$ cat config.mk
export PLATFORM = sky130hd
export DESIGN_NAME = pc_redirect_ctrl_flat
export DESIGN_NICKNAME = d
export VERILOG_FILES = /design/src/rtl/pc_redirect_ctrl_pkg.sv /design/src/rtl/pc_redirect_ctrl_if.sv /design/src/rtl/pc_redirect_ctrl_sat_counter.sv /design/src/rtl/pc_redirect_ctrl.sv /design/src/flat_wrapper.sv
export SDC_FILE = /design/constraint.sdc
export NUM_CORES = 1
export LEC_CHECK = 0
export BUFFER_PORTS_ARGS = -buffer_cell sky130_fd_sc_hd__buf_2
export CAP_MARGIN = 20
export CELL_PAD_IN_SITES_DETAIL_PLACEMENT = 2
export CELL_PAD_IN_SITES_GLOBAL_PLACEMENT = 2
export CORE_UTILIZATION = 13
export CTS_BUF_LIST = sky130_fd_sc_hd__clkbuf_8
export DETAILED_ROUTE_END_ITERATION = 12
export GPL_ROUTABILITY_DRIVEN = 1
export PLACE_DENSITY_LB_ADDON = 0.15
export SYNTH_ARGS = -nofsm -noshare
export SYNTH_HDL_FRONTEND = slang
export SYNTH_SLANG_ARGS = --single-unit
$ cat constraint.sdc
create_clock -name clk -period 2 [get_ports clk]
set_input_delay 0.2 -clock clk [delete_from_list [all_inputs] [get_ports clk]]
set_output_delay 0.2 -clock clk [all_outputs]
set_load 0.02 [all_outputs]
$ cat src/rtl/pc_redirect_ctrl_pkg.sv
// pc_redirect_ctrl_pkg: opcode/func constants, sel_pc encodings, FSM states and branch-condition helper (package pc_ctrl_pkg)
package pc_ctrl_pkg;
  localparam logic [5:0] OP_RTYPE = 6'h00;
  localparam logic [5:0] OP_J     = 6'h02;
  localparam logic [5:0] OP_JAL   = 6'h03;
  localparam logic [5:0] OP_BEQ   = 6'h04;
  localparam logic [5:0] OP_BNE   = 6'h05;
  localparam logic [5:0] OP_BLEZ  = 6'h06;
  localparam logic [5:0] OP_BGTZ  = 6'h07;
  localparam logic [5:0] FN_JR    = 6'h08;
  localparam logic [5:0] FN_JALR  = 6'h09;
  typedef enum logic [1:0] {SEL_PC4, SEL_JMP, SEL_BR, SEL_JR} sel_pc_e;
  typedef enum logic [1:0] {IDLE, DELAY, FLUSH} state_e;
  function automatic logic br_cond(input logic [5:0] op, input logic zf, input logic nf);
    return (op == OP_BEQ  &&  zf) ||
           (op == OP_BNE  && !zf) ||
           (op == OP_BLEZ && (zf || nf)) ||
           (op == OP_BGTZ && !zf && !nf);
  endfunction
endpackage

$ cat src/rtl/pc_redirect_ctrl_if.sv
// pc_redirect_ctrl_if: pipeline-side bus of pc_redirect_ctrl; master = pipeline, slave = controller.
// Signals: ID_inst/ID_valid, EXE_inst/EXE_valid, zf, nf, stall in; sel_pc, flush, busy out.
// With REDIRECT_STATS_EN defined, adds br_taken_cnt and jmp_cnt (CNT_W bits).
interface pc_redirect_ctrl_if #(parameter int CNT_W = 16);
  logic [31:0] ID_inst;
  logic        ID_valid;
  logic [31:0] EXE_inst;
  logic        EXE_valid;
  logic        zf;
  logic        nf;
  logic        stall;
  logic [1:0]  sel_pc;
  logic        flush;
  logic        busy;
`ifdef REDIRECT_STATS_EN
  logic [CNT_W-1:0] br_taken_cnt;
  logic [CNT_W-1:0] jmp_cnt;
`endif
  modport master (
    output ID_inst, ID_valid, EXE_inst, EXE_valid, zf, nf, stall,
    input  sel_pc, flush, busy
`ifdef REDIRECT_STATS_EN
    , input br_taken_cnt, jmp_cnt
`endif
  );
  modport slave (
    input  ID_inst, ID_valid, EXE_inst, EXE_valid, zf, nf, stall,
    output sel_pc, flush, busy
`ifdef REDIRECT_STATS_EN
    , output br_taken_cnt, jmp_cnt
`endif
  );
endinterface

$ cat src/rtl/pc_redirect_ctrl_sat_counter.sv
// sat_counter: W-bit up-counter that sticks at all-ones; ports clk, nrst (async active-low), en, count.
module sat_counter #(
  parameter int W = 16
) (
  input  logic         clk,
  input  logic         nrst,
  input  logic         en,
  output logic [W-1:0] count
);
  logic [W-1:0] count_q;
  always_ff @(posedge clk or negedge nrst)
    if (!nrst) count_q <= '0;
    else if (en && count_q != '1) count_q <= count_q + W'(1);
  assign count = count_q;
endmodule

$ cat src/rtl/pc_redirect_ctrl.sv
// pc_redirect_ctrl: PC redirect select and IF/ID flush sequencing for EXE branches and ID jumps.
// Ports: clk, nrst (async active-low), bus (pc_redirect_ctrl_if.slave).
// Optional macro REDIRECT_STATS_EN adds saturating br_taken_cnt/jmp_cnt statistics.
module pc_redirect_ctrl
  import pc_ctrl_pkg::*;
#(
  parameter int BR_FLUSH_CYCLES = 2,
  parameter int J_FLUSH_DELAY   = 1,
  parameter int J_FLUSH_CYCLES  = 1,
  parameter int CNT_W           = 16
) (
  input logic              clk,
  input logic              nrst,
  pc_redirect_ctrl_if.slave bus
);
  if (BR_FLUSH_CYCLES < 1 || BR_FLUSH_CYCLES > 7 || J_FLUSH_DELAY < 0 || J_FLUSH_DELAY > 3 ||
      J_FLUSH_CYCLES < 1 || J_FLUSH_CYCLES > 7 || CNT_W < 4 || CNT_W > 32) begin : g_bad_param
    $error("pc_redirect_ctrl: parameter out of range");
  end
  state_e     state_q, state_d;
  logic [2:0] cnt_q, cnt_d;
  logic       flush_q;
  logic       taken, jmp_j, jmp_r, idle, jmp_acc;
  logic       unused_bits;
  assign unused_bits = ^{bus.ID_inst[25:6], bus.EXE_inst[25:0]};
  assign taken   = bus.EXE_valid && br_cond(bus.EXE_inst[31:26], bus.zf, bus.nf);
  assign jmp_j   = bus.ID_valid && (bus.ID_inst[31:26] == OP_J || bus.ID_inst[31:26] == OP_JAL);
  assign jmp_r   = bus.ID_valid && bus.ID_inst[31:26] == OP_RTYPE &&
                   (bus.ID_inst[5:0] == FN_JR || bus.ID_inst[5:0] == FN_JALR);
  assign idle    = state_q == IDLE;
  // Jumps are only acted on from IDLE; a simultaneous taken branch is older and wins.
  assign jmp_acc = idle && (jmp_j || jmp_r) && !taken;
  assign bus.sel_pc = bus.stall     ? SEL_PC4 :
                      taken         ? SEL_BR  :
                      idle && jmp_j ? SEL_JMP :
                      idle && jmp_r ? SEL_JR  : SEL_PC4;
  always_comb begin
    state_d = state_q;
    cnt_d   = cnt_q;
    if (taken) begin
      state_d = FLUSH;
      cnt_d   = 3'(BR_FLUSH_CYCLES);
    end else if (jmp_acc) begin
      state_d = J_FLUSH_DELAY > 0 ? DELAY : FLUSH;
      cnt_d   = J_FLUSH_DELAY > 0 ? 3'(J_FLUSH_DELAY) : 3'(J_FLUSH_CYCLES);
    end else if (!idle) begin
      state_d = cnt_q != 3'd1 ? state_q : state_q == DELAY ? FLUSH : IDLE;
      cnt_d   = cnt_q != 3'd1 ? cnt_q - 3'd1 : state_q == DELAY ? 3'(J_FLUSH_CYCLES) : 3'd0;
    end
  end
  always_ff @(posedge clk or negedge nrst)
    if (!nrst) begin
      state_q <= IDLE;
      cnt_q   <= '0;
      flush_q <= 1'b0;
    end else if (!bus.stall) begin
      state_q <= state_d;
      cnt_q   <= cnt_d;
      flush_q <= state_d == FLUSH;
    end
  assign bus.flush = flush_q;
  assign bus.busy  = !idle;
`ifdef REDIRECT_STATS_EN
  sat_counter #(.W(CNT_W)) u_br_cnt (
    .clk(clk), .nrst(nrst), .en(taken && !bus.stall), .count(bus.br_taken_cnt)
  );
  sat_counter #(.W(CNT_W)) u_jmp_cnt (
    .clk(clk), .nrst(nrst), .en(jmp_acc && !bus.stall), .count(bus.jmp_cnt)
  );
`endif
endmodule

$ cat src/flat_wrapper.sv
// flat-port wrapper written by rule: the top's interface ports become plain ports
module pc_redirect_ctrl_flat import pc_ctrl_pkg::*;
#(
  parameter int BR_FLUSH_CYCLES = 2,
  parameter int J_FLUSH_DELAY   = 1,
  parameter int J_FLUSH_CYCLES  = 1,
  parameter int CNT_W           = 16
)
  (clk, nrst, bus_ID_inst, bus_ID_valid, bus_EXE_inst, bus_EXE_valid, bus_zf, bus_nf, bus_stall, bus_sel_pc, bus_flush, bus_busy);
  pc_redirect_ctrl_if #(.CNT_W(CNT_W)) bus_i ();
  input logic clk;
  input logic nrst;
  input wire logic [$bits(bus_i.ID_inst)-1:0] bus_ID_inst;
  input wire logic [$bits(bus_i.ID_valid)-1:0] bus_ID_valid;
  input wire logic [$bits(bus_i.EXE_inst)-1:0] bus_EXE_inst;
  input wire logic [$bits(bus_i.EXE_valid)-1:0] bus_EXE_valid;
  input wire logic [$bits(bus_i.zf)-1:0] bus_zf;
  input wire logic [$bits(bus_i.nf)-1:0] bus_nf;
  input wire logic [$bits(bus_i.stall)-1:0] bus_stall;
  output wire logic [$bits(bus_i.sel_pc)-1:0] bus_sel_pc;
  output wire logic [$bits(bus_i.flush)-1:0] bus_flush;
  output wire logic [$bits(bus_i.busy)-1:0] bus_busy;
  assign bus_i.ID_inst = bus_ID_inst;
  assign bus_i.ID_valid = bus_ID_valid;
  assign bus_i.EXE_inst = bus_EXE_inst;
  assign bus_i.EXE_valid = bus_EXE_valid;
  assign bus_i.zf = bus_zf;
  assign bus_i.nf = bus_nf;
  assign bus_i.stall = bus_stall;
  assign bus_sel_pc = bus_i.sel_pc;
  assign bus_flush = bus_i.flush;
  assign bus_busy = bus_i.busy;
  pc_redirect_ctrl #(.BR_FLUSH_CYCLES(BR_FLUSH_CYCLES), .J_FLUSH_DELAY(J_FLUSH_DELAY), .J_FLUSH_CYCLES(J_FLUSH_CYCLES), .CNT_W(CNT_W)) u_core (.clk(clk), .nrst(nrst), .bus(bus_i));
endmodule
## After elaboration in Yosys (flattened, before gate mapping)

Index checks and enable logic that the tools add are counted.
W data, S select, Z words.

- Add/subtract/negate cells: 1
- Eq/ne operators: 12
- Muxes and demuxes: 14
- Bitwise logic cells: 1
- Reduce and logical (&&, ||, !) cells: 27

Operator list:

| cell | number |
|---|---|
| $eq A6 B3 Y1 const B | 4 |
| $mux W2 | 9 |
| $logic_and A1 B1 Y1 | 13 |
| $eq A6 B2 Y1 const B | 2 |
| $eq A6 B4 Y1 const B | 2 |
| $mux W3 | 4 |
| $logic_or A1 B1 Y1 | 7 |
| $logic_not A6 Y1 | 1 |
| $logic_not A1 Y1 | 4 |
| $ne A3 B1 Y1 const B | 1 |
| $ne A3 B2 Y1 const B | 1 |
| $sub A3 B1 Y3 const B | 1 |
| $eq A2 B1 Y1 const B | 1 |
| $eq A2 B2 Y1 const B | 1 |
| $logic_not A2 Y1 | 1 |
| $reduce_and A2 Y1 | 1 |
| $mux W1 | 1 |
| $not A1 Y1 | 1 |

- Register bits: 6
- Output and inout port bits: 4

## Depth between registers and ports, before layout

Gate-level depths: netlist (run 1).

- Depth after elaboration: 11
- Mapped depth: 7
- Mapped depth without buffers: 7

## Worst setup path before layout (run 1)

No wires, ideal clock.

- Path type: flip-flop to output port
- Start point: register u_core.state_q[0]
- End point: output port bus_sel_pc[1]
- Arrival: 1.446 ns
- Data required time: 1.800 ns
- Path slack: 0.354 ns
- Cell stages (with the launch flop): 5
- Buffers on the path: 0
- Cell sequence: dfrtp_1 nor2_1 nand4_1 or2_2 a21oi_1

- Cells in the longest elaborated chain, start to end: 6

Ends and longest elaborated chain:

| what | RTL line | source |
|---|---|---|
| start, declared | pc_redirect_ctrl.sv:20 | `state_e state_q, state_d;` |
| start signal, assigned | pc_redirect_ctrl.sv:57 | `state_q <= state_d;` |
| $logic_not A2 Y1 (*) | pc_redirect_ctrl.sv:30 | `assign idle = state_q == IDLE;` |
| $logic_and A1 B1 Y1 | pc_redirect_ctrl.sv:36 | `idle && jmp_r ? SEL_JR : SEL_PC4;` |
| $mux W2 | pc_redirect_ctrl.sv:36 |  |
| $mux W2 (*) | pc_redirect_ctrl.sv:35 | `idle && jmp_j ? SEL_JMP :` |
| $mux W2 (*) | pc_redirect_ctrl.sv:34 | `taken ? SEL_BR :` |
| $mux W2 (*) | pc_redirect_ctrl.sv:33 | `assign bus.sel_pc = bus.stall ? SEL_PC4 :` |
| end, declared | flat_wrapper.sv:20 | `output wire logic [$bits(bus_i.sel_pc)-1:0] bus_sel_pc;` |

Every way passes the cells marked *; elsewhere a longest branch is shown, timed or not.

## Final worst setup path (run 1)

Same ends and word-level chain as after synthesis.

==> impl_metrics.yaml, run 1 <==
power_and_ir_drop:
  powerDensity_nw_per_um2: 990
  power_leakage_nw: 0.363
  ir_drop_mv: 0.218
  switching_share: 0.364
  seq_power_share: 0.299
  combPwrFrac: 0.461
  p_clk_frac: 0.239
  power.internal_uw: 480
  p_switching_uw: 275
global_routing:
  grt_pass1_wl_mm: 2.55
  grt_pass1_vias: 613
  track_usage: 0.0806
  grt_max_degree: 11
  overflow: 0
  antenna_found_initial: 0
timing:
  fin_worst_skew_ns: 0.00218
  rsz0062_at_grt: "no"
  fmax_mhz: 556
  fin_tns_setup_ns: 0
  finalCritPeriodShare: 0.899
  slew_headroom: 0.769
  setup_viol: 0
  hold_slack_ns: 0.338
  tightest_slew_ns: 0.345
  hold_violations: 0
  finalCriticalPeriod_ns: 1.80
  report.final.slew_viol_count: 0
die:
  initial_core_util: 0.137
  dieWidth_um: 64.4
  boundaryPins: 75
  die_h_um: 64.4
  rows: 22
  die_area_sq_um: 4140
  core_sq_um: 3690
clock_tree:
  clock_latency_ns: 0.22
  root_buffer: "clkbuf_8"
  cts.sinks: 6
  cts_tree: "done"
  cts-buffers-inserted: 3
  cts.path.max_buffers: 2
  cts_setup_buffers: 0
  clkTransAtPathRegs_ns: 0.04
  htreeDepth: 1
critical_path:
  critPathKind: "flop to output pin"
  critPathMaxFanout: 4
  cp_data_arrival_time_ns: 1.60
  cp-end-kind: "output pin"
  start_kind: "flop"
  required_ns: 1.80
detailed_routing:
  post_drt_wl_per_cell_um: 11.2
  drt_iter0_markers: 8
  vias: 534
  drt-total-wl_mm: 1.50
  antenna_left: 0
  firstDrtPassIters: 4
  drc: 0
  via_per_inst: 3.99
yosys:
  synth_seq_cells: 6
  avgSynthCellArea_sq_um: 9.36
  ys.warnings.count: 0
  synth_cell_types: 28
  synth.top_cell.area_share: 0.297
  synth_area_leaders: "dfrtp_1, a21oi_1, ha_1"
  async_flop_share: 1.00
  synthTopCellsByCount: "dfrtp_1, nor2_1, a21oi_1"
  synth_edf_count: 0
  seq_area_frac_synth: 0.297
  yosys.area.top_type: "dfrtp_1"
  syn_area_sq_um: 505
  synthesis.nets: 127
  ys.flop_type: "dfrtp_1"
  synth_cells: 54
cells_and_area:
  num_antenna_cells: 0
  regArea_sq_um: 150
  finalNonFillerCells: 134
  drive_gt1_frac: 0.453
  fillers: 455
  areaGrowthSynthToFinish_pct: 50.7
  multi_input_area_sq_um: 335
  final_cell_area_sq_um: 762
  nets: 161
placement:
  gp_congestion: 0.693
  io_buffers: 27
  placed_area_sq_um: 711
  post-dp-hpwl_mm: 1.35
  dp.cells: 130
flow_run:
  drv_cap: 0
min_path:
  hold_class: "input pin to asynchronous set/reset pin"
outcome:
  run_status: "finished clean"
-- through the flow --
stage                     setup WS [ns]  total power, mW   util
final                             0.201            0.754  0.207
after global routing             0.0756            0.823  0.207
after CTS                         0.138            0.773  0.207
after detailed placement          0.352            0.585  0.193
after global placement            0.369            0.572  0.193
after floorplan                   0.354            0.455      -
-- cell type report --
cell class,count,share of cell area
inverters,4,0.0197
flip-flops and latches,6,0.197
well taps,48,0.0788
repair buffers,30,0.210
multi-input cells,43,0.440
clock buffers,3,0.0542
-- layer usage --
metal	vias to the layer above	wire, um	part of all wire	track usage
li1	263	-	-	-
met5	-	0	0	0
met1	244	653	0.44	0.0926
met4	0	14	0.0093	0.0250
met3	2	108	0.072	0.0268
met2	25	725	0.48	0.139
-- sequential cells by signal (all words and copies together) (netlist names) --
signal            count
u_core.state_q        2
u_core.cnt_q          3
u_core.bus.flush      1
-- critical path, stage by stage, from the launching register on --
cell     delay [ns]
dfrtp_1        0.39
nor2_1         0.19
nand4_1        0.17
or2_2          0.32
a21oi_1        0.14
buf_2          0.18
-- repair_timing --
item | 4_1_cts | 5_1_grt
hold buffers | 1 | 0
gates resized for setup | 0 | 0
hold endpoints to repair | 6 | 0
-- cell usage in the layout (no fill, tap or decap), drive strengths merged, types with 2 or more instances in the layout --
cell,count
nor2,6
o21ai,4
a21oi,6
buf,29
a31oi,2
nand2,3
nor4b,2
clkbuf,3
dfrtp,6
nand3b,3
a21o,2
nand4b,2
inv,4
ha,2
-- power by group through the flow --
| stage | logic (mW) | clock network (mW) | registers [mW] |
|---|---|---|---|
| floorplan | 0.228 | 0 | 0.227 |
| CTS | 0.360 | 0.186 | 0.226 |
| detailed placement | 0.358 | 0 | 0.227 |
| global placement | 0.344 | 0 | 0.229 |
| global route | 0.396 | 0.193 | 0.234 |
| finish | 0.348 | 0.181 | 0.226 |
-- cell families after synthesis --
logic type               synth area share
AND/OR/NAND/NOR                     0.307
flip-flops                          0.297
adder cells (fa/ha/maj)            0.0495
AO/OA/AOI/OAI                       0.240
multiplexers                       0.0495
XOR/XNOR                           0.0173
buffers and inverters              0.0396
-- final timing paths --
kind                                                     from                       endpoint  slack, ns  cells after the start
worst min-delay path                                     nrst   u_core.bus.flush$_DFFE_PN0N_       0.34                      2
min in group clk                                    bus_stall   u_core.bus.flush$_DFFE_PN0N_       0.36                      2
worst min register to register   u_core.bus.flush$_DFFE_PN0N_   u_core.bus.flush$_DFFE_PN0N_       0.46                      1
worst max-delay path            u_core.state_q[0]$_DFFE_PN0N_                  bus_sel_pc[1]       0.20                      5
worst max register to register  u_core.state_q[0]$_DFFE_PN0N_    u_core.cnt_q[1]$_DFFE_PN0P_       0.51                      5
max in group asynchronous                                nrst  u_core.state_q[1]$_DFFE_PN0N_       1.51                      2
Power figures use the tool's default switching activity.
==> inputs of run 2 (changes only) <==
==> constraint.sdc (replaced) <==
create_clock -name clk -period 2 [get_ports clk]
set_input_delay 0.1 -clock clk [delete_from_list [all_inputs] [get_ports clk]]
set_output_delay 0.1 -clock clk [all_outputs]
set_load 0.02 [all_outputs]
==> impl_metrics.yaml, run 2 (same netlist as run 1, synthesis figures left out) <==
outcome:
  run_status: "finished clean"
critical_path:
  crit_end: "bus_sel_pc[1]"
  reg2reg_to: "u_core.cnt_q[1]$_DFFE_PN0P_"
  start_kind: "flop"
  cpPeakStageDelay_ns: 0.40
  worstSetupStartpoint: "u_core.state_q[0]$_DFFE_PN0N_"
  required_ns: 1.90
  critPathMaxFanout: 4
  ff2ff_setup_slack_ns: 0.43
  regToRegStartpoint: "u_core.state_q[0]$_DFFE_PN0N_"
  critPathKind: "flop to output pin"
  slowest_stage: "dfrtp_1"
  cp_data_arrival_time_ns: 1.65
  worst_r2r_path_depth: 5
  worstPathCellList: "nor2_1 > nand4_1 > or2_2 > a21oi_1 > buf_2"
  cp-end-kind: "output pin"
detailed_routing:
  drt_iter0_markers: 4
  antenna_left: 0
  post_drt_wl_per_cell_um: 11.7
  vias: 528
  via_per_inst: 3.94
  drt-total-wl_mm: 1.57
  firstDrtPassIters: 2
  drc: 0
timing:
  fin_worst_skew_ns: 0.000459
  fmax_mhz: 572
  slew_headroom: 0.774
  report.final.slew_viol_count: 0
  rsz0062_at_grt: "no"
  hold_violations: 0
  finalCriticalPeriod_ns: 1.75
  setup_viol: 0
  tightest_slew_ns: 0.337
  fin_tns_setup_ns: 0
  finalCritPeriodShare: 0.874
  hold_slack_ns: 0.248
power_and_ir_drop:
  power_leakage_nw: 0.363
  p_clk_frac: 0.237
  powerDensity_nw_per_um2: 994
  seq_power_share: 0.303
  power.internal_uw: 478
  ir_drop_mv: 0.190
  p_switching_uw: 279
  combPwrFrac: 0.459
  switching_share: 0.368
clock_tree:
  cts.sinks: 6
  cts_resized: 0
  root_buffer: "clkbuf_8"
  clock_latency_ns: 0.22
  htreeDepth: 1
  clkTransAtPathRegs_ns: 0.04
  cts.path.max_buffers: 2
  cts_tree: "done"
  cts-buffers-inserted: 3
global_routing:
  track_usage: 0.0850
  grt_pass1_wl_mm: 2.71
  overflow: 0
  grt_max_degree: 11
  antenna_found_initial: 0
  grt_pass1_vias: 609
cells_and_area:
  drive_gt1_frac: 0.453
  final_common_cell: "buf_2"
  fillers: 464
  regArea_sq_um: 150
  num_antenna_cells: 0
  top_register: "u_core.cnt_q"
  final_cell_area_sq_um: 762
  largest_reg_flops: 3
  areaGrowthSynthToFinish_pct: 50.7
  multi_input_area_sq_um: 335
  nets: 161
  final_cell_mix: "buf_2, nor2_1, dfrtp_1"
placement:
  io_buffers: 27
  post-dp-hpwl_mm: 1.36
  gp_congestion: 0.657
  placed_area_sq_um: 711
die:
  die_area_sq_um: 4140
  die_h_um: 64.4
  boundaryPins: 75
  dieWidth_um: 64.4
  core_sq_um: 3690
  initial_core_util: 0.137
  rows: 22
flow_run:
  drv_cap: 0
min_path:
  hold_class: "input pin to asynchronous set/reset pin"
==> run 2: cell counts in the layout (fill, tap and decap cells not counted) <==
Identical to the previous run, type by type.
==> run 2: worst min-delay path by stage <==
stage	start	end	slack, ns	cells past startpoint
finish	nrst	u_core.bus.flush$_DFFE_PN0N_	0.25	2
global route	nrst	u_core.bus.flush$_DFFE_PN0N_	0.27	2
CTS	nrst	u_core.bus.flush$_DFFE_PN0N_	0.26	2
detailed placement	nrst	u_core.bus.flush$_DFFE_PN0N_	-0.06	1
global placement	nrst	u_core.cnt_q[2]$_DFFE_PN0P_	-0.06	1
floorplan	nrst	u_core.bus.flush$_DFFE_PN0N_	-0.20	0
==> run 2: cell type report <==
cell class                 count  area share
tap                           48      0.0788
clock buffer                   3      0.0542
inverter                       4      0.0197
timing repair buffer          30       0.210
multi-input combinational     43       0.440
sequential                     6       0.197
==> run 2: timing repair <==
item | in CTS | in global routing
hold endpoints to repair | 6 | 0
buffers inserted | 0 | 0
hold buffers | 1 | 0
==> run 2: through the flow <==
stage               cells  utilization  setup WS (ns)  total power, mW
finish                134        0.207          0.253            0.757
CTS                   134        0.207          0.206            0.776
detailed placement    130        0.193          0.391            0.582
global placement      130        0.193          0.407            0.572
floorplan              54            -          0.454            0.455
global route          134        0.207          0.122            0.829
==> run 2: critical path: cells and delay by family (launching register included) <==
kind	cells	cell delay, ns
AOI/OAI and AO/OA	1	0.14
buffers and inverters	1	0.18
DFF	1	0.40
and+or+nand+nor	3	0.72
==> run 2: power by group through the flow <==
stage	Sequential (mW)	Clock, mW	Combinational (mW)
floorplan	0.227	0	0.228
global placement	0.228	0	0.344
detailed placement	0.229	0	0.352
CTS	0.230	0.188	0.359
global route	0.240	0.191	0.398
finish	0.230	0.180	0.348
==> run 2: routing by layer <==
metal	track usage	vias to the layer above	share of wire
met3	0.0214	2	0.053
li1	-	262	-
met5	0	-	0
met4	0.0250	0	0.012
met2	0.149	25	0.48
met1	0.101	239	0.45
==> inputs of run 3 (changes only) <==
- CORE_UTILIZATION: 13 -> 12
- SLEW_MARGIN: not set -> 40
- SYNTH_HIERARCHICAL: not set -> 1
==> impl_metrics.yaml, run 3 <==
power_and_ir_drop:
  power.internal_uw: 404
  power_uw: 619
  switching_share: 0.347
  p_switching_uw: 215
  seq_power_share: 0.317
  power_leakage_nw: 0.337
  p_clk_frac: 0.289
  powerDensity_nw_per_um2: 816
  combPwrFrac: 0.394
  ir_drop_mv: 0.125
cells_and_area:
  multi_input_area_sq_um: 337
  fillers: 488
  drive_gt1_frac: 0.355
  fin_util: 0.188
  regArea_sq_um: 150
  final_common_cell: "buf_2"
  final_cell_mix: "buf_2, nor2_1, dfrtp_1"
  nets: 168
  top_register: "u_core/cnt_q"
  num_antenna_cells: 0
  finalNonFillerCells: 143
  largest_reg_flops: 3
  final_cell_area_sq_um: 758
  areaGrowthSynthToFinish_pct: 50.0
yosys:
  avgSynthCellArea_sq_um: 8.15
  synthesis.nets: 135
  seq_area_frac_synth: 0.297
  syn_area_sq_um: 505
  synth_cell_types: 33
  ys.warnings.count: 6
  yosysMostFrequentCell: "nor2_1"
  async_flop_share: 1.00
  synth_edf_count: 0
  synthTopCellsByCount: "nor2_1, dfrtp_1, inv_1"
  synth_area_leaders: "dfrtp_1, nor2_1, ha_1"
  synth.top_cell.area_share: 0.297
  yosys.area.top_type: "dfrtp_1"
  synth_cells: 62
  ys.flop_type: "dfrtp_1"
  synth_seq_cells: 6
critical_path:
  cp_data_arrival_time_ns: 1.67
  regToRegStartpoint: "u_core/cnt_q[1]$_DFFE_PN0P_"
  cp-end-kind: "output pin"
  reg2reg_to: "u_core/cnt_q[0]$_DFFE_PN0P_"
  required_ns: 1.90
  start_kind: "flop"
  critPathMaxFanout: 6
  critPathKind: "flop to output pin"
  ff2ff_setup_slack_ns: 0.48
  worst_r2r_path_depth: 6
min_path:
  hold_class: "input pin to flop"
  hold_start: "bus_stall"
  hold-path-endpoint: "u_core/state_q[0]$_DFFE_PN0N_"
  worstHoldPathCells: 2
clock_tree:
  clock_latency_ns: 0.22
  cts-buffers-inserted: 3
  cts_setup_buffers: 0
  cts_tree: "done"
  clkTransAtPathRegs_ns: 0.03
  htreeDepth: 1
  cts.path.max_buffers: 2
  cts.sinks: 6
  root_buffer: "clkbuf_8"
timing:
  report.final.slew_viol_count: 0
  finalWorstSetupSlack_ns: 0.228
  finalCritPeriodShare: 0.886
  tightest_slew_ns: 0.312
  rsz0062_at_grt: "no"
  fin_tns_setup_ns: 0
  fin_worst_skew_ns: 0.00282
  fmax_mhz: 564
  hold_violations: 0
  hold_slack_ns: 0.220
  slew_headroom: 0.791
  setup_viol: 0
  finalCriticalPeriod_ns: 1.77
die:
  initial_core_util: 0.125
  die_area_sq_um: 4480
  rows: 23
  die_h_um: 66.9
  boundaryPins: 75
  dieWidth_um: 66.9
  core_sq_um: 4030
placement:
  placed_area_sq_um: 707
  io_buffers: 27
  post-dp-hpwl_mm: 1.47
  gp_congestion: 0.688
  dp.cells: 139
  place_ws_ns: 0.420
detailed_routing:
  drt-total-wl_mm: 1.69
  post_drt_wl_per_cell_um: 11.8
  firstDrtPassIters: 1
  via_per_inst: 4.29
  antenna_left: 0
  drt_iter0_markers: 0
  drc: 0
  vias: 614
global_routing:
  grt_pass1_wl_mm: 2.73
  overflow: 0
  grt_max_degree: 10
  antenna_found_initial: 0
  grt_pass1_vias: 604
  track_usage: 0.0857
outcome:
  run_status: "finished clean"
flow_run:
  drv_cap: 0
## run 3: cell type report
class	count	area share
Tap cell	50	0.0825
Clock buffer	3	0.0545
Multi-Input combinational cell	51	0.444
Sequential cell	6	0.198
Inverter	4	0.0198
Timing Repair Buffer	29	0.201
## run 3: how the worst max path moves through the flow
stage	depth (start not counted)	endpoint	from	slack, ns
after floorplan	4	bus_sel_pc[0]	u_core/state_q[0]$_DFFE_PN0N_	0.43
after global placement	5	bus_sel_pc[1]	u_core/state_q[1]$_DFFE_PN0N_	0.43
after detailed placement	5	bus_sel_pc[0]	u_core/state_q[0]$_DFFE_PN0N_	0.42
after CTS	5	bus_sel_pc[0]	u_core/state_q[1]$_DFFE_PN0N_	0.17
after global routing	5	bus_sel_pc[0]	u_core/state_q[1]$_DFFE_PN0N_	0.07
final	5	bus_sel_pc[0]	u_core/state_q[0]$_DFFE_PN0N_	0.23
## run 3: cells by family after synthesis
group	after synthesis	synth area share
fa+ha+maj	2	0.0495
xor+xnor	2	0.0347
buf+inv	5	0.0371
simple gates	28	0.329
compound gates	19	0.252
flops	6	0.297
## run 3: critical path, stage by stage, from the launching register on
cell	delay (ns)
dfrtp_1	0.43
nor2_1	0.20
nand3_1	0.17
or2_1	0.26
nor3_1	0.20
buf_2	0.20
## run 3: what timing repair did
action | 4_1_cts | 5_1_grt
hold buffers | 1 | 0
endpoints found under the setup margin | 0 | 0
resized for setup | 0 | 0
hold endpoints to repair | 6 | 0
## run 3: layer usage
layer  vias to the layer above  GRT usage  routed length, um
li1                        297          -                  -
met1                       295     0.0912                734
met2                        20      0.152                864
met3                         2     0.0120                 66
met4                         0     0.0638                 27
met5                         -          0                  0
## run 3: power groups by stage
stage / clock network [mW] / registers, mW / logic, mW
6_report: 0.179 / 0.196 / 0.244
5_1_grt: 0.197 / 0.202 / 0.272
4_1_cts: 0.186 / 0.196 / 0.250
3_5_place_dp: 0 / 0.198 / 0.247
3_3_place_gp: 0 / 0.195 / 0.246
2_1_floorplan: 0 / 0.191 / 0.156
